--- config.mk ---
export PLATFORM = sky130hd
export DESIGN_NAME = rhs_spi_master_gen
export DESIGN_NICKNAME = d
export VERILOG_FILES = /design/src/rtl/rhs_spi_master_gen.sv
export SDC_FILE = /design/constraint.sdc
export NUM_CORES = 1
export LEC_CHECK = 0
export CAP_MARGIN = 10
export CORE_MARGIN = 2
export CORE_UTILIZATION = 55
export CTS_BUF_LIST = sky130_fd_sc_hd__clkbuf_16
export CTS_CLUSTER_SIZE = 30
export DETAILED_ROUTE_END_ITERATION = 10
export DONT_BUFFER_PORTS = 1
export PLACE_DENSITY = 0.73
export SYNTH_ARGS = -nofsm -noshare
export SYNTH_HDL_FRONTEND = slang
export SYNTH_SLANG_ARGS = --single-unit
--- constraint.sdc ---
create_clock -name clk -period 2.7 [get_ports clk]
set_input_delay 0.54 -clock clk [delete_from_list [all_inputs] [get_ports clk]]
set_output_delay 0.54 -clock clk [all_outputs]
set_load 0.05 [all_outputs]
--- src/rtl/rhs_spi_master_gen.sv ---
// SPI mode-0 master: one WORD_W-bit CS-low frame per accepted request, MSB first.
// Optional RHS_SPI_MISO_DELAY_EN adds a per-frame MISO sample delay (WAIT state + strobe pipeline).
module rhs_spi_master_gen #(
    parameter int WORD_W    = 32,
    parameter int CLK_DIV   = 2,
    parameter int CS_GAP    = 16,
    parameter int MAX_DELAY = 15
) (
    input  logic                             clk,
    input  logic                             rst,
    input  logic                             in_valid,
    output logic                             in_ready,
    input  logic [WORD_W-1:0]                data_in,
`ifdef RHS_SPI_MISO_DELAY_EN
    input  logic [$clog2(MAX_DELAY+1)-1:0]   miso_delay,
`endif
    output logic                             out_valid,
    output logic [WORD_W-1:0]                data_out,
    output logic                             busy,
    output logic                             sclk,
    output logic                             mosi,
    output logic                             cs,
    input  logic                             miso
);

    localparam int CNT_MAX = (CLK_DIV > CS_GAP) ? CLK_DIV : CS_GAP;
    localparam int CW      = $clog2(CNT_MAX + 1);
    localparam int BW      = $clog2(WORD_W);
    localparam logic [CW-1:0] DIV_LAST = CW'(CLK_DIV - 1);
    localparam logic [CW-1:0] GAP_LAST = CW'(CS_GAP - 1);
    localparam logic [BW-1:0] BIT_MSB  = BW'(WORD_W - 1);

    typedef enum logic [2:0] {
        IDLE  = 3'd0,
        SHIFT = 3'd1,
        TRAIL = 3'd2,
        GAP   = 3'd3
`ifdef RHS_SPI_MISO_DELAY_EN
        ,WAIT = 3'd4
`endif
    } state_t;

    state_t            state_r, state_n;
    logic [CW-1:0]     cnt_r, cnt_n;
    logic [BW-1:0]     bit_r, bit_n;
    logic              sclk_r, sclk_n, cs_r, cs_n, mosi_r, mosi_n;
    logic [WORD_W-1:0] tx_r, tx_n, rx_r, rx_n, data_out_r, data_out_n;
    logic              out_valid_r, out_valid_n, busy_r, busy_n, ready_r, ready_n;
    logic              nom_s, cap_s, done_s;

`ifdef RHS_SPI_MISO_DELAY_EN
    localparam int DW = $clog2(MAX_DELAY + 1);
    localparam int PW = (MAX_DELAY > 0) ? MAX_DELAY : 1;
    logic [DW-1:0]     dly_r, dly_n, dly_sat_s;
    logic [PW-1:0]     pipe_r, pipe_n;
    logic [BW:0]       cap_r, cap_n;
`endif

    // Next-state, datapath and registered-output computation.
    always_comb begin
        state_n     = state_r;
        cnt_n       = cnt_r;
        bit_n       = bit_r;
        sclk_n      = sclk_r;
        cs_n        = cs_r;
        mosi_n      = mosi_r;
        tx_n        = tx_r;
        rx_n        = rx_r;
        data_out_n  = data_out_r;
        out_valid_n = 1'b0;
        busy_n      = busy_r;
        ready_n     = ready_r;
        nom_s       = (state_r == SHIFT) && sclk_r && (cnt_r == {CW{1'b0}});

`ifdef RHS_SPI_MISO_DELAY_EN
        dly_n  = dly_r;
        pipe_n = (pipe_r << 1) | PW'(nom_s);
        if ({1'b0, miso_delay} > (DW+1)'(MAX_DELAY)) begin
            dly_sat_s = DW'(MAX_DELAY);
        end else begin
            dly_sat_s = miso_delay;
        end
        // Tap the strobe pipeline at the latched delay; delay 0 uses the nominal strobe.
        cap_s = 1'b0;
        if (dly_r == {DW{1'b0}}) begin
            cap_s = nom_s;
        end else begin
            for (int i = 0; i < PW; i++) begin
                if (dly_r == DW'(i + 1)) begin
                    cap_s = pipe_r[i];
                end else begin
                    cap_s = cap_s;
                end
            end
        end
        if (cap_s) begin
            cap_n = cap_r + 1'b1;
        end else begin
            cap_n = cap_r;
        end
        done_s = (cap_r == (BW+1)'(WORD_W)) || (cap_s && (cap_r == (BW+1)'(WORD_W - 1)));
`else
        cap_s  = nom_s;
        done_s = 1'b1;
`endif

        if (cap_s) begin
            rx_n = {rx_r[WORD_W-2:0], miso};
        end else begin
            rx_n = rx_r;
        end

        case (state_r)
            IDLE: begin
                busy_n  = 1'b0;
                cs_n    = 1'b1;
                sclk_n  = 1'b0;
                mosi_n  = 1'b0;
                ready_n = 1'b1;
                if (in_valid && ready_r) begin
                    state_n = SHIFT;
                    cs_n    = 1'b0;
                    mosi_n  = data_in[WORD_W-1];
                    tx_n    = data_in;
                    cnt_n   = {CW{1'b0}};
                    bit_n   = BIT_MSB;
                    busy_n  = 1'b1;
                    ready_n = 1'b0;
`ifdef RHS_SPI_MISO_DELAY_EN
                    dly_n   = dly_sat_s;
                    cap_n   = {(BW+1){1'b0}};
                    pipe_n  = {PW{1'b0}};
`endif
                end else begin
                    state_n = IDLE;
                end
            end
            SHIFT: begin
                if (cnt_r == DIV_LAST) begin
                    cnt_n = {CW{1'b0}};
                    if (!sclk_r) begin
                        sclk_n = 1'b1;
                    end else begin
                        // Falling edge: advance to the next bit, or leave SHIFT after bit 0.
                        sclk_n = 1'b0;
                        if (bit_r == {BW{1'b0}}) begin
                            state_n = TRAIL;
                        end else begin
                            bit_n  = bit_r - 1'b1;
                            tx_n   = tx_r << 1;
                            mosi_n = tx_r[WORD_W-2];
                        end
                    end
                end else begin
                    cnt_n = cnt_r + 1'b1;
                end
            end
            TRAIL: begin
                if (cnt_r == DIV_LAST) begin
                    cnt_n   = {CW{1'b0}};
                    state_n = GAP;
                    cs_n    = 1'b1;
                    mosi_n  = 1'b0;
                end else begin
                    cnt_n = cnt_r + 1'b1;
                end
            end
            GAP: begin
                if (cnt_r == GAP_LAST) begin
                    cnt_n = {CW{1'b0}};
                    if (done_s) begin
                        state_n     = IDLE;
                        out_valid_n = 1'b1;
                        ready_n     = 1'b1;
                        data_out_n  = rx_n;
                    end else begin
`ifdef RHS_SPI_MISO_DELAY_EN
                        state_n = WAIT;
`else
                        state_n = GAP;
`endif
                    end
                end else begin
                    cnt_n = cnt_r + 1'b1;
                end
            end
`ifdef RHS_SPI_MISO_DELAY_EN
            WAIT: begin
                if (done_s) begin
                    state_n     = IDLE;
                    out_valid_n = 1'b1;
                    ready_n     = 1'b1;
                    data_out_n  = rx_n;
                end else begin
                    state_n = WAIT;
                end
            end
`endif
            default: begin
                state_n = IDLE;
                cs_n    = 1'b1;
                sclk_n  = 1'b0;
                mosi_n  = 1'b0;
                busy_n  = 1'b0;
                ready_n = 1'b1;
            end
        endcase
    end

    // State and output registers with synchronous reset.
    always_ff @(posedge clk) begin
        if (rst) begin
            state_r     <= IDLE;
            cnt_r       <= {CW{1'b0}};
            bit_r       <= {BW{1'b0}};
            sclk_r      <= 1'b0;
            cs_r        <= 1'b1;
            mosi_r      <= 1'b0;
            tx_r        <= {WORD_W{1'b0}};
            rx_r        <= {WORD_W{1'b0}};
            data_out_r  <= {WORD_W{1'b0}};
            out_valid_r <= 1'b0;
            busy_r      <= 1'b0;
            ready_r     <= 1'b1;
`ifdef RHS_SPI_MISO_DELAY_EN
            dly_r       <= {DW{1'b0}};
            pipe_r      <= {PW{1'b0}};
            cap_r       <= {(BW+1){1'b0}};
`endif
        end else begin
            state_r     <= state_n;
            cnt_r       <= cnt_n;
            bit_r       <= bit_n;
            sclk_r      <= sclk_n;
            cs_r        <= cs_n;
            mosi_r      <= mosi_n;
            tx_r        <= tx_n;
            rx_r        <= rx_n;
            data_out_r  <= data_out_n;
            out_valid_r <= out_valid_n;
            busy_r      <= busy_n;
            ready_r     <= ready_n;
`ifdef RHS_SPI_MISO_DELAY_EN
            dly_r       <= dly_n;
            pipe_r      <= pipe_n;
            cap_r       <= cap_n;
`endif
        end
    end

    assign in_ready  = ready_r;
    assign out_valid = out_valid_r;
    assign data_out  = data_out_r;
    assign busy      = busy_r;
    assign sclk      = sclk_r;
    assign mosi      = mosi_r;
    assign cs        = cs_r;

endmodule

# Yosys cells after proc, flatten, opt, wreduce, memory -nomap -nowiden
# Cells that the tools add are included.
# totals
word_cells	90
ff_bits	114
output_inout_bits	38
inputBits	36
# op_classes
n_addsub	2
eq_ne	12
bitwise	4
reduce_logical	21
n_mux	39
# ops
op	n
two-way mux 31 bit	4
case mux 31 bit (2 select lines)	1
two-way mux 5 bit	7
two-way mux 32 bit	1
two-way mux 3 bit	5
case mux 5 bit (3 select lines)	1
AND reduction 5 bit	3
two-way mux 1 bit	13
case mux 3 bit (4 select lines)	1
logical NOT 5 bit	2
!= test 2 bit (second input constant)	5
case mux 5 bit (2 select lines)	1
AND reduction 2 bit	5
OR reduction 2 bit	4
equality test 3 x 2 -> 1 bit (second input constant)	2
case mux 1 bit (3 select lines)	2
adder 5 x 1 -> 5 bit (second input constant)	1
equality test 5 x 1 -> 1 bit (second input constant)	1
equality test 5 x 4 -> 1 bit (second input constant)	1
subtractor 5 x 1 -> 5 bit (second input constant)	1
!= test 2 x 1 -> 1 bit (second input constant)	2
NOT 1 bit	4
case mux 1 bit (2 select lines)	2
case mux 1 bit (4 select lines)	1
6 further kinds	8

# Longest topological paths before layout
# Gate-level depths: netlist of the first run.
# depth
depth_word	5
depth_mapped	10
ltp_nobuf	8

# Least setup slack after synthesis of the first run
# Ideal clock, no wire load.
# synth_path
kind	flip-flop to flip-flop
startpoint	reg ready_r (netlist: in_ready)
endpoint	reg bit_r[0]
path_buffers	3
arrival_time_ps	1714
required_ps	2562
path_stages_with_launch	8
setup_time_ps	138
path_slack_ps	848
synth_period_minus_slack_ps	1852
path_cell_list	dfxtp_1 -> nand3_1 -> o21ai_0 -> and3_1 -> buf_2 -> buf_6 -> buf_6 -> a31oi_1
# synth_via
elab_chain_cells	3
# synth_rtl
item	line	rtl
start, declared	48	logic out_valid_r, out_valid_n, busy_r, busy_n, ready_r, ready_n;
start signal, assigned	242	ready_r <= ready_n;
logical AND 1 bit	120	if (in_valid && ready_r) begin
!= test 2 bit (no source line)	n/a	
AND reduction 5 bit (no source line)	n/a	
end signal, assigned	215	bit_r <= {BW{1'b0}};
end signal, assigned	233	bit_r <= bit_n;
end, declared	45	logic [BW-1:0] bit_r, bit_n;
# Every way passes these cells.
# A chain may end at the register's enable or synchronous reset.

# Worst setup path after layout of the first run
# layout_path
startpoint	reg state_r[1]
endpoint	reg data_out_r[7] (netlist: data_out[7])
# layout_via
elab_chain_cells	4
elab_cells_between_ends	6
classes_between	eq/ne: 2; mux: 1; reduce/logical: 3
# layout_rtl
item	line	rtl
start, declared	43	state_t state_r, state_n;
start signal, assigned	231	state_r <= state_n;
equality test 3 x 1 -> 1 bit	73	nom_s = (state_r == SHIFT) && sclk_r && (cnt_r == {CW{1'b0}});
logical AND 1 bit (2 in series)	73	
two-way mux 32 bit	107	if (cap_s) begin
end signal, assigned	221	data_out_r <= {WORD_W{1'b0}};
end signal, assigned	239	data_out_r <= data_out_n;
end, declared	47	logic [WORD_W-1:0] tx_r, tx_n, rx_r, rx_n, data_out_r, data_out_n;
# Parallel ways exist; a longest one is shown, timed or not.

==> results of run 1 <==
registers in the layout (all words and copies together), names as in the netlist:
register   flops
bit_r          5
busy           1
cnt_r          5
cs             1
data_out      32
in_ready       1
mosi           1
out_valid      1
rx_r          32
sclk           1
state_r        2
tx_r          31
how the worst max path moves through the flow:
| stage | start | endpoint | slack (ns) | cells past startpoint |
|---|---|---|---|---|
| after floorplan | in_ready$_SDFFE_PP1P_ | bit_r[0]$_SDFFE_PP0P_ | 0.85 | 7 |
| after global placement | state_r[1]$_SDFFE_PP0P_ | data_out[29]$_SDFFE_PP0P_ | 0.79 | 6 |
| after detailed placement | state_r[1]$_SDFFE_PP0P_ | data_out[7]$_SDFFE_PP0P_ | 0.67 | 6 |
| after CTS | state_r[1]$_SDFFE_PP0P_ | data_out[7]$_SDFFE_PP0P_ | 0.66 | 6 |
| after global routing | state_r[1]$_SDFFE_PP0P_ | tx_r[4]$_SDFFE_PP0P_ | 0.56 | 8 |
| final | state_r[1]$_SDFFE_PP0P_ | data_out[7]$_SDFFE_PP0P_ | 0.66 | 6 |
metrics by stage:
| step | setup WS [ns] | hold slack [ns] | utilization (%) |
|---|---|---|---|
| floorplan | 0.848 | 0.452 | - |
| global placement | 0.791 | 0.474 | 57.5 |
| detailed placement | 0.674 | 0.491 | 57.5 |
| CTS | 0.659 | 0.204 | 64.6 |
| global route | 0.556 | 0.196 | 64.6 |
| finish | 0.659 | 0.221 | 64.6 |
critical path, cell delays in order, from the launching register on:
cell	delay (ns)
sky130_fd_sc_hd__dfxtp_1	0.36
sky130_fd_sc_hd__inv_1	0.12
sky130_fd_sc_hd__ha_2	0.26
sky130_fd_sc_hd__and4_2	0.23
sky130_fd_sc_hd__buf_4	0.45
sky130_fd_sc_hd__mux2i_1	0.19
sky130_fd_sc_hd__a211oi_1	0.31
cell usage in the layout, fill, tap and decap left out, types with 7 or more instances in the layout:
cell type,netlist,final
sky130_fd_sc_hd__inv_1,12,12
sky130_fd_sc_hd__dfxtp_1,113,113
sky130_fd_sc_hd__nor2_1,107,107
sky130_fd_sc_hd__a21oi_1,7,7
sky130_fd_sc_hd__o21ai_0,7,7
sky130_fd_sc_hd__a211oi_2,30,30
sky130_fd_sc_hd__nand2_1,12,12
sky130_fd_sc_hd__mux2i_1,64,64
sky130_fd_sc_hd__a211oi_1,36,36
sky130_fd_sc_hd__clkbuf_16,0,17
sky130_fd_sc_hd__ha_1,11,10
report_power, final:
part | switching, uW | total (uW) | internal [uW] | leakage (uW)
Combinational | 936 | 1610 | 669 | 0.000644
Clock | 746 | 2180 | 1440 | 0.000272
Sequential | 224 | 2120 | 1890 | 0.000918
Total | 1910 | 5910 | 4000 | 0.00183
final cells by class:
type	instances	share of cell area (%)
multi-input combinational	316	42.2
sequential	113	42.2
clock buffer	17	7.93
clock inverter	14	3.10
tap	105	2.45
timing repair buffer	6	1.31
inverter	12	0.840
cells by family after synthesis:
| family | share of synthesized area, % |
|---|---|
| adders and majority gates | 2.89 |
| buffers and inverters | 5.25 |
| AOI/OAI and AO/OA | 17.9 |
| and+or+nand+nor | 13.1 |
| muxes | 13.4 |
| DFF | 47.4 |
routing by layer:
layer,track usage (%),vias up,part of all wire [%]
met5,0,-,0
met4,7.80,0,1.6
met3,6.47,14,6.3
met2,30.5,70,47
met1,22.5,1567,45
li1,-,1665,-
==> flow_results.xml, run 1 <==
<?xml version="1.0" encoding="UTF-8"?>
<metrics>
  <group name="timing">
    <metric name="setup_viol_count_final" unit="">0</metric>
    <metric name="max_slew_margin" unit="%">60.2</metric>
    <metric name="max_clock_freq" unit="GHz">0.490</metric>
    <metric name="min_period" unit="ns">2.04</metric>
    <metric name="final_max_slew_viol_count" unit="">0</metric>
    <metric name="final.setup.tns" unit="ns">0</metric>
    <metric name="rsz0062_at_grt" unit="">false</metric>
    <metric name="finalCritPeriodShare" unit="%">75.6</metric>
    <metric name="finalHoldViolCount" unit="">0</metric>
    <metric name="finalClockSkew" unit="ns">0.00819</metric>
    <metric name="max_slew.worst_pin.slew" unit="ns">0.596</metric>
  </group>
  <group name="floorplan">
    <metric name="die_w" unit="microns">97.1</metric>
    <metric name="design.die.area" unit="sq um">9430</metric>
    <metric name="die_y" unit="microns">97.1</metric>
    <metric name="placementRows" unit="">33</metric>
    <metric name="initial_standard_cell_utilization_of_the_core" unit="%">57.5</metric>
    <metric name="design.core.area" unit="sq um">8300</metric>
    <metric name="floorplan.io_pins" unit="">74</metric>
  </group>
  <group name="power_and_ir_drop">
    <metric name="finalPower" unit="uW">5910</metric>
    <metric name="vdd_ir_drop_max" unit="mV">0.660</metric>
    <metric name="static-leakage-power" unit="uW">0.00183</metric>
    <metric name="pwr_density_cell" unit="nW/um^2">1100</metric>
  </group>
  <group name="clock_tree">
    <metric name="postCtsSetupRepairBufs" unit="">0</metric>
    <metric name="worstSkewPairLatency" unit="ns">0.40</metric>
    <metric name="h-tree-depth" unit="">4</metric>
    <metric name="ctsLongestPathBuffers" unit="">2</metric>
    <metric name="cts_tree" unit="">yes</metric>
    <metric name="clk_pin_slew_worst_paths" unit="ns">0.05</metric>
    <metric name="tritoncts.num_buffers" unit="">17</metric>
    <metric name="cell_chosen_for_the_clock_root" unit="">sky130_fd_sc_hd__clkbuf_16</metric>
    <metric name="cts_sinks" unit="">113</metric>
    <metric name="cts_hold_repair.buffers" unit="">0</metric>
    <metric name="cts.repair.resized" unit="">0</metric>
  </group>
  <group name="drt">
    <metric name="wirelength" unit="microns">8600</metric>
    <metric name="vias" unit="">3316</metric>
    <metric name="drt_drc_violations_left" unit="">0</metric>
    <metric name="final_antenna_net_count" unit="">0</metric>
    <metric name="detail_route.first_pass.iterations" unit="">4</metric>
    <metric name="avgViaCountPerCell" unit="">5.69</metric>
    <metric name="routedWlPerCell" unit="microns">14.7</metric>
    <metric name="count_of_routing_violations_after_the_opening_detailed_route_iteration" unit="">132</metric>
  </group>
  <group name="global_route">
    <metric name="number_of_antenna_violations_at_the_first_check_in_global_routing" unit="">0</metric>
    <metric name="total_congestion_overflow" unit="">0</metric>
    <metric name="grt_max_degree" unit="">116</metric>
    <metric name="track_usage" unit="%">18.7</metric>
    <metric name="number_of_global_route_vias_before_repair" unit="">3165</metric>
    <metric name="global_route_wire_length_before_repair" unit="microns">14600</metric>
  </group>
  <group name="logic_synthesis">
    <metric name="fraction_of_registers_with_async_set_reset" unit="%">0</metric>
    <metric name="synth-main-ff-cell" unit="">sky130_fd_sc_hd__dfxtp_1</metric>
    <metric name="synth_top_area_cell" unit="">sky130_fd_sc_hd__dfxtp_1</metric>
    <metric name="synth.cells.most_frequent" unit="">sky130_fd_sc_hd__dfxtp_1, sky130_fd_sc_hd__nor2_1, sky130_fd_sc_hd__mux2i_1, sky130_fd_sc_hd__a211oi_1, sky130_fd_sc_hd__a211oi_2</metric>
    <metric name="synth_enable_flop_cells" unit="">0</metric>
    <metric name="synth_area_leaders" unit="">sky130_fd_sc_hd__dfxtp_1, sky130_fd_sc_hd__mux2i_1, sky130_fd_sc_hd__nor2_1</metric>
    <metric name="ys_seq_elements" unit="">113</metric>
    <metric name="post-synth-top-area-fraction" unit="%">47.4</metric>
    <metric name="synth_cell_type_count" unit="">44</metric>
    <metric name="postSynthCellCount" unit="">478</metric>
    <metric name="most_frequent_cell_after_synthesis" unit="">sky130_fd_sc_hd__dfxtp_1</metric>
    <metric name="syn_area" unit="sq um">4770</metric>
    <metric name="synth_nets" unit="">525</metric>
    <metric name="yosysWarnings" unit="">0</metric>
    <metric name="synth-seq-area-share" unit="%">47.4</metric>
    <metric name="syn-mean-instance-area" unit="sq um">9.98</metric>
  </group>
  <group name="layout">
    <metric name="multi_input_area" unit="sq um">2260</metric>
    <metric name="count_of_nets_after_finishing" unit="">513</metric>
    <metric name="num_antenna_cells" unit="">0</metric>
    <metric name="postLayoutCellArea" unit="sq um">5360</metric>
    <metric name="num-fill-cells" unit="">712</metric>
    <metric name="layout-area-overhead-vs-synth" unit="%">12.5</metric>
    <metric name="post_route_cells_drive_above_1_share" unit="%">15.3</metric>
    <metric name="non_filler_instance_count_after_layout" unit="">583</metric>
    <metric name="sequential_cell_area" unit="sq um">2260</metric>
  </group>
  <group name="setup_path">
    <metric name="worst_reg2reg_path_depth" unit="">6</metric>
    <metric name="setup.reg_to_reg.worst_slack" unit="ns">0.66</metric>
    <metric name="r2r_end" unit="">data_out[7]$_SDFFE_PP0P_</metric>
    <metric name="cp.required" unit="ns">2.99</metric>
    <metric name="timing.critical_path.fanout_max" unit="">32</metric>
    <metric name="criticalPathCategory" unit="">flop to flop</metric>
    <metric name="setup.worst_path.end_class" unit="">flop</metric>
    <metric name="r2r_start" unit="">state_r[1]$_SDFFE_PP0P_</metric>
    <metric name="worst-endpoint-arrival" unit="ns">2.33</metric>
    <metric name="worst_setup_path_start_kind" unit="">flop</metric>
  </group>
  <group name="place">
    <metric name="place.detailed.instances" unit="">552</metric>
    <metric name="portBuffers" unit="">0</metric>
    <metric name="place_area" unit="sq um">4770</metric>
    <metric name="gp_congestion" unit="">0.800</metric>
    <metric name="dp_hpwl" unit="microns">5530</metric>
  </group>
  <group name="hold_path">
    <metric name="hold_path_depth" unit="">1</metric>
    <metric name="holdCritPathClass" unit="">input pin to flop</metric>
    <metric name="min_from" unit="">rst</metric>
    <metric name="endpoint_worst_hold" unit="">tx_r[8]$_SDFFE_PP0P_</metric>
  </group>
  <group name="outcome">
    <metric name="outcome" unit="">finished, final reports clean</metric>
  </group>
  <group name="job">
    <metric name="cap_viol_max_count" unit="">0</metric>
  </group>
</metrics>
(Power assumes the default switching activity.)
==> run 2, diff against run 1 <==
- PLACE_DENSITY: 0.73 -> 0.76
- clock period: 2.7 -> 1.75 ns (I/O delays scaled with it)
==> flow_results.xml, run 2 (synthesis results as in run 1) <==
<?xml version="1.0" encoding="UTF-8"?>
<metrics>
  <group name="layout">
    <metric name="multi_input_area" unit="sq um">2510</metric>
    <metric name="sequential_cell_area" unit="sq um">2280</metric>
    <metric name="layout_common_cells" unit="">sky130_fd_sc_hd__nor2_1, sky130_fd_sc_hd__dfxtp_1, sky130_fd_sc_hd__mux2i_1, sky130_fd_sc_hd__a211oi_2, sky130_fd_sc_hd__buf_4</metric>
    <metric name="postLayoutCellArea" unit="sq um">6110</metric>
    <metric name="num_antenna_cells" unit="">0</metric>
    <metric name="count_of_nets_after_finishing" unit="">552</metric>
    <metric name="layout-area-overhead-vs-synth" unit="%">28.1</metric>
    <metric name="post_route_cells_drive_above_1_share" unit="%">31.1</metric>
    <metric name="layout_commonest_cell" unit="">sky130_fd_sc_hd__nor2_1</metric>
    <metric name="num-fill-cells" unit="">559</metric>
  </group>
  <group name="timing">
    <metric name="finalCritPeriodShare" unit="%">99.9</metric>
    <metric name="max_slew_margin" unit="%">63.3</metric>
    <metric name="final_max_slew_viol_count" unit="">0</metric>
    <metric name="finalHoldViolCount" unit="">0</metric>
    <metric name="finalClockSkew" unit="ns">0.00812</metric>
    <metric name="max_clock_freq" unit="GHz">0.572</metric>
    <metric name="setup_viol_count_final" unit="">0</metric>
    <metric name="whs" unit="ns">0.0249</metric>
    <metric name="final.setup.tns" unit="ns">0</metric>
    <metric name="worst_slack" unit="ns">0.00260</metric>
    <metric name="max_slew.worst_pin.slew" unit="ns">0.549</metric>
    <metric name="min_period" unit="ns">1.75</metric>
    <metric name="rsz0062_at_grt" unit="">true</metric>
  </group>
  <group name="power_and_ir_drop">
    <metric name="finalPower" unit="uW">10600</metric>
    <metric name="static-leakage-power" unit="uW">0.00214</metric>
    <metric name="pwr_density_cell" unit="nW/um^2">1730</metric>
    <metric name="vdd_ir_drop_max" unit="mV">0.885</metric>
  </group>
  <group name="global_route">
    <metric name="global_route_wire_length_before_repair" unit="microns">16300</metric>
    <metric name="total_congestion_overflow" unit="">0</metric>
    <metric name="track_usage" unit="%">20.7</metric>
    <metric name="grt_max_degree" unit="">114</metric>
    <metric name="number_of_global_route_vias_before_repair" unit="">3546</metric>
    <metric name="number_of_antenna_violations_at_the_first_check_in_global_routing" unit="">0</metric>
  </group>
  <group name="setup_path">
    <metric name="worst_setup_path_start_kind" unit="">flop</metric>
    <metric name="timing.critical_path.fanout_max" unit="">16</metric>
    <metric name="worst-endpoint-arrival" unit="ns">2.02</metric>
    <metric name="criticalPathCategory" unit="">flop to flop</metric>
    <metric name="r2r_start" unit="">cnt_r[1]$_SDFFE_PP0P_</metric>
    <metric name="setup.worst_path.end_class" unit="">flop</metric>
    <metric name="cp.required" unit="ns">2.03</metric>
    <metric name="cp-startpoint" unit="">cnt_r[1]$_SDFFE_PP0P_</metric>
  </group>
  <group name="drt">
    <metric name="detail_route.first_pass.iterations" unit="">4</metric>
    <metric name="avgViaCountPerCell" unit="">5.83</metric>
    <metric name="routedWlPerCell" unit="microns">17.4</metric>
    <metric name="final_antenna_net_count" unit="">0</metric>
    <metric name="vias" unit="">3633</metric>
    <metric name="count_of_routing_violations_after_the_opening_detailed_route_iteration" unit="">212</metric>
    <metric name="wirelength" unit="microns">10800</metric>
    <metric name="drt_drc_violations_left" unit="">0</metric>
  </group>
  <group name="clock_tree">
    <metric name="worstSkewPairLatency" unit="ns">0.40</metric>
    <metric name="h-tree-depth" unit="">4</metric>
    <metric name="cts_sinks" unit="">113</metric>
    <metric name="cell_chosen_for_the_clock_root" unit="">sky130_fd_sc_hd__clkbuf_16</metric>
    <metric name="tritoncts.num_buffers" unit="">17</metric>
    <metric name="clk_pin_slew_worst_paths" unit="ns">0.05</metric>
    <metric name="cts_tree" unit="">yes</metric>
    <metric name="ctsLongestPathBuffers" unit="">2</metric>
  </group>
  <group name="place">
    <metric name="dp_hpwl" unit="microns">6030</metric>
    <metric name="portBuffers" unit="">0</metric>
    <metric name="gp_congestion" unit="">0.834</metric>
    <metric name="detailedPlace.worstSlack" unit="ns">-0.0801</metric>
    <metric name="place_area" unit="sq um">4990</metric>
  </group>
  <group name="job">
    <metric name="cap_viol_max_count" unit="">0</metric>
  </group>
  <group name="floorplan">
    <metric name="die_y" unit="microns">97.1</metric>
    <metric name="design.die.area" unit="sq um">9430</metric>
    <metric name="placementRows" unit="">33</metric>
    <metric name="floorplan.io_pins" unit="">74</metric>
    <metric name="initial_standard_cell_utilization_of_the_core" unit="%">57.5</metric>
    <metric name="design.core.area" unit="sq um">8300</metric>
    <metric name="die_w" unit="microns">97.1</metric>
  </group>
  <group name="outcome">
    <metric name="outcome" unit="">finished, final reports clean</metric>
  </group>
  <group name="hold_path">
    <metric name="min_from" unit="">rst</metric>
    <metric name="holdCritPathClass" unit="">input pin to flop</metric>
  </group>
</metrics>
[run 2: changes by cell type in the layout (fill, tap and decap cells not counted), sizes merged]
cell	change
inv	+1
clkinvlp	-1
bufinv	+1
clkbuf	+5
dlygate4sd3	+1
buf	+33
[run 2: metal layers]
metal  vias up  wire (microns)  GRT usage, %
met5         -               0             0
met1      1777            4620          24.7
met2        90            5490          35.0
met3        15             552          6.33
li1       1751               -             -
met4         0             171          7.91
[run 2: area by class of cell]
type | instances | share of cell area (%)
Sequential cell | 113 | 37.2
Inverter | 12 | 0.819
Clock buffer | 17 | 6.96
Timing Repair Buffer | 45 | 8.54
Multi-Input combinational cell | 316 | 41.1
Tap cell | 105 | 2.15
Clock inverter | 15 | 3.15
[run 2: report_power, final]
group	switching, uW	total (uW)	internal [uW]
Sequential	328	3260	2930
Combinational	1900	3730	1840
Clock	1210	3580	2370
Total	3440	10600	7140
[run 2: critical path: stages, from the launching register on]
cell and delay [ns]:
sky130_fd_sc_hd__dfxtp_4 0.36, sky130_fd_sc_hd__inv_4 0.06, sky130_fd_sc_hd__buf_4 0.10, sky130_fd_sc_hd__ha_1 0.13, sky130_fd_sc_hd__and4_2 0.30, sky130_fd_sc_hd__clkbuf_16 0.23, sky130_fd_sc_hd__mux2i_1 0.32, sky130_fd_sc_hd__a211oi_2 0.12
[run 2: path summary, 6_finish.rpt]
| check | endpoint | slack, ns | depth (start not counted) |
|---|---|---|---|
| setup reg to reg | data_out[1]$_SDFFE_PP0P_ | 0.003 | 7 |
| hold reg to reg | rx_r[31]$_SDFF_PP0_ | 0.50 | 2 |
| hold / removal | tx_r[2]$_SDFFE_PP0P_ | 0.02 | 1 |
| setup / recovery | data_out[1]$_SDFFE_PP0P_ | 0.003 | 7 |
[run 2: what timing repair did]
action                                  in CTS  in global routing
pin swaps                                    3                 12
buffers inserted                             0                  8
hold buffers                                 1                  0
hold endpoints to repair                     3                  0
gates resized for setup                      7                 60
cloned                                       1                  6
endpoints found under the setup margin      46                 77
[run 2: per-stage QoR]
stage,util [%],cells
finish,73.6,623
global route,73.6,623
CTS,68.4,609
detailed placement,60.1,575
global placement,60.1,575
floorplan,-,478
==> run 3, diff against run 2 <==
- CTS_BUF_LIST: sky130_fd_sc_hd__clkbuf_16 -> sky130_fd_sc_hd__clkbuf_2
==> flow_results.xml, run 3 (synthesis results as in run 1) <==
<?xml version="1.0" encoding="UTF-8"?>
<metrics>
  <group name="outcome">
    <metric name="outcome" unit="">finished, violations left</metric>
    <metric name="failed_checks" unit="">hold timing, setup timing</metric>
  </group>
  <group name="place">
    <metric name="portBuffers" unit="">0</metric>
    <metric name="gp_congestion" unit="">0.834</metric>
    <metric name="dp_hpwl" unit="microns">6030</metric>
    <metric name="detailedPlace.worstSlack" unit="ns">-0.0801</metric>
  </group>
  <group name="timing">
    <metric name="finalClockSkew" unit="ns">0.0194</metric>
    <metric name="max_slew_margin" unit="%">63.8</metric>
    <metric name="finalHoldViolCount" unit="">111</metric>
    <metric name="final_max_slew_viol_count" unit="">0</metric>
    <metric name="worst_slack" unit="ns">-0.0945</metric>
    <metric name="max_clock_freq" unit="GHz">0.542</metric>
    <metric name="max_slew.worst_pin.slew" unit="ns">0.542</metric>
    <metric name="whs" unit="ns">-0.219</metric>
    <metric name="finalCritPeriodShare" unit="%">105</metric>
    <metric name="min_period" unit="ns">1.84</metric>
    <metric name="setup_viol_count_final" unit="">3</metric>
    <metric name="rsz0062_at_grt" unit="">true</metric>
  </group>
  <group name="layout">
    <metric name="layout_common_cells" unit="">sky130_fd_sc_hd__nor2_1, sky130_fd_sc_hd__dfxtp_1, sky130_fd_sc_hd__mux2i_1, sky130_fd_sc_hd__a211oi_2</metric>
    <metric name="layout_commonest_cell" unit="">sky130_fd_sc_hd__nor2_1</metric>
    <metric name="post_route_cells_drive_above_1_share" unit="%">33.5</metric>
    <metric name="num-fill-cells" unit="">617</metric>
    <metric name="layout-area-overhead-vs-synth" unit="%">21.5</metric>
    <metric name="count_of_nets_after_finishing" unit="">551</metric>
    <metric name="num_antenna_cells" unit="">0</metric>
  </group>
  <group name="floorplan">
    <metric name="floorplan.io_pins" unit="">74</metric>
    <metric name="initial_standard_cell_utilization_of_the_core" unit="%">57.5</metric>
    <metric name="die_w" unit="microns">97.1</metric>
    <metric name="die_y" unit="microns">97.1</metric>
    <metric name="placementRows" unit="">33</metric>
    <metric name="design.core.area" unit="sq um">8300</metric>
    <metric name="design.die.area" unit="sq um">9430</metric>
  </group>
  <group name="clock_tree">
    <metric name="cts_tree" unit="">yes</metric>
    <metric name="worstSkewPairLatency" unit="ns">0.61</metric>
    <metric name="cell_chosen_for_the_clock_root" unit="">sky130_fd_sc_hd__clkbuf_2</metric>
    <metric name="tritoncts.num_buffers" unit="">17</metric>
    <metric name="cts_hold_repair.buffers" unit="">1</metric>
    <metric name="clk_pin_slew_worst_paths" unit="ns">0.18</metric>
    <metric name="ctsLongestPathBuffers" unit="">2</metric>
    <metric name="cts_sinks" unit="">113</metric>
    <metric name="h-tree-depth" unit="">4</metric>
  </group>
  <group name="drt">
    <metric name="count_of_routing_violations_after_the_opening_detailed_route_iteration" unit="">162</metric>
    <metric name="routedWlPerCell" unit="microns">17.2</metric>
    <metric name="detail_route.first_pass.iterations" unit="">4</metric>
    <metric name="wirelength" unit="microns">10700</metric>
    <metric name="drt_drc_violations_left" unit="">0</metric>
    <metric name="final_antenna_net_count" unit="">0</metric>
    <metric name="avgViaCountPerCell" unit="">5.82</metric>
    <metric name="vias" unit="">3617</metric>
  </group>
  <group name="setup_path">
    <metric name="timing.critical_path.cells" unit="">inv_4 -&gt; ha_4 -&gt; or4b_4 -&gt; nand2_4 -&gt; o2111ai_4 -&gt; a211oi_2 -&gt; a211oi_2</metric>
    <metric name="worst-endpoint-arrival" unit="ns">2.35</metric>
    <metric name="critPathSlowestCell" unit="">sky130_fd_sc_hd__or4b_4</metric>
    <metric name="crit_family" unit="">simple AND/OR/NAND/NOR gates</metric>
    <metric name="worst_setup_path_start_kind" unit="">flop</metric>
    <metric name="timing.critical_path.fanout_max" unit="">4</metric>
    <metric name="slowest_delay" unit="ns">0.53</metric>
    <metric name="cp.required" unit="ns">2.25</metric>
    <metric name="setup.worst_path.end_class" unit="">flop</metric>
    <metric name="critical_path_buf_inv_count" unit="">1</metric>
    <metric name="path_common_cell" unit="">sky130_fd_sc_hd__a211oi_2</metric>
    <metric name="criticalPathCategory" unit="">flop to flop</metric>
  </group>
  <group name="job">
    <metric name="cap_viol_max_count" unit="">0</metric>
  </group>
  <group name="power_and_ir_drop">
    <metric name="pwr_density_cell" unit="nW/um^2">1600</metric>
    <metric name="static-leakage-power" unit="uW">0.00201</metric>
    <metric name="vdd_ir_drop_max" unit="mV">0.768</metric>
    <metric name="finalPower" unit="uW">9270</metric>
  </group>
  <group name="hold_path">
    <metric name="holdCritPathClass" unit="">input pin to flop</metric>
  </group>
  <group name="global_route">
    <metric name="number_of_antenna_violations_at_the_first_check_in_global_routing" unit="">0</metric>
    <metric name="total_congestion_overflow" unit="">0</metric>
    <metric name="track_usage" unit="%">20.6</metric>
    <metric name="grt_max_degree" unit="">116</metric>
    <metric name="global_route_wire_length_before_repair" unit="microns">16200</metric>
    <metric name="number_of_global_route_vias_before_repair" unit="">3482</metric>
  </group>
</metrics>
-- run 3: changes by cell type in the layout (fill, tap and decap cells not counted), moves of 3 or more --
cell	before	now
sky130_fd_sc_hd__mux2i_1	58	62
sky130_fd_sc_hd__mux2i_2	6	2
sky130_fd_sc_hd__a211oi_1	21	24
sky130_fd_sc_hd__clkbuf_16	22	5
sky130_fd_sc_hd__buf_6	3	7
sky130_fd_sc_hd__dfxtp_2	5	21
sky130_fd_sc_hd__buf_4	30	24
sky130_fd_sc_hd__a211oi_2	44	41
sky130_fd_sc_hd__clkbuf_2	0	18
sky130_fd_sc_hd__dfxtp_1	106	89
-- run 3: area by class of cell --
cell class	instances	area, sq um	area share [%]
Clock buffer	18	90.1	1.55
Multi-Input combinational cell	317	2510	43.4
Sequential cell	113	2300	39.7
Tap cell	105	131	2.27
Clock inverter	14	189	3.26
Inverter	12	50.0	0.863
Timing Repair Buffer	43	522	9.00
-- run 3: through the flow --
| stage | std cells | area [sq um] | TNS, ns | util (%) | hold WS (ns) |
|---|---|---|---|---|---|
| 4_1_cts | 611 | 5360 | -0.00215 | 64.6 | -0.289 |
| 3_5_place_dp | 575 | 4990 | -0.809 | 60.1 | 0.424 |
| 2_1_floorplan | 478 | 4780 | -0.134 | - | 0.452 |
| 3_3_place_gp | 575 | 4990 | -0.00910 | 60.1 | 0.422 |
| 6_report | 622 | 5800 | -0.110 | 69.8 | -0.219 |
| 5_1_grt | 622 | 5800 | -0.770 | 69.8 | -0.313 |
-- run 3: power by group --
part           total, uW  internal [uW]  switching (uW)  leakage (uW)
Sequential          3260           2930             328      0.000930
Combinational       4060           2030            2030      0.000930
Clock               1950            938            1010      0.000152
Total               9270           5900            3370       0.00201
-- run 3: repair_timing --
item                       CTS  global route
setup endpoints to repair   49            95
resized for setup           11            75
hold endpoints to repair   113           112
setup buffers                2             4
pin swaps                    3            20
gates cloned                 1             7
-- run 3: worst paths after layout --
check	start	end	slack [ns]	cells past startpoint
worst max-delay path	cnt_r[1]$_SDFFE_PP0P_	state_r[0]$_SDFFE_PP0P_	-0.09	7
worst min-delay path	rst	tx_r[7]$_SDFFE_PP0P_	-0.22	1
worst max register to register	cnt_r[1]$_SDFFE_PP0P_	state_r[0]$_SDFFE_PP0P_	-0.09	7
worst min register to register	rx_r[31]$_SDFF_PP0_	rx_r[31]$_SDFF_PP0_	0.52	2
-- run 3: per-layer routing --
metal | track usage [%] | vias up | share of wire, %
met4 | 7.69 | 0 | 2.2
li1 | - | 1749 | -
met2 | 34.3 | 105 | 50
met1 | 24.8 | 1737 | 42
met5 | 0 | - | 0
met3 | 6.69 | 26 | 5.7
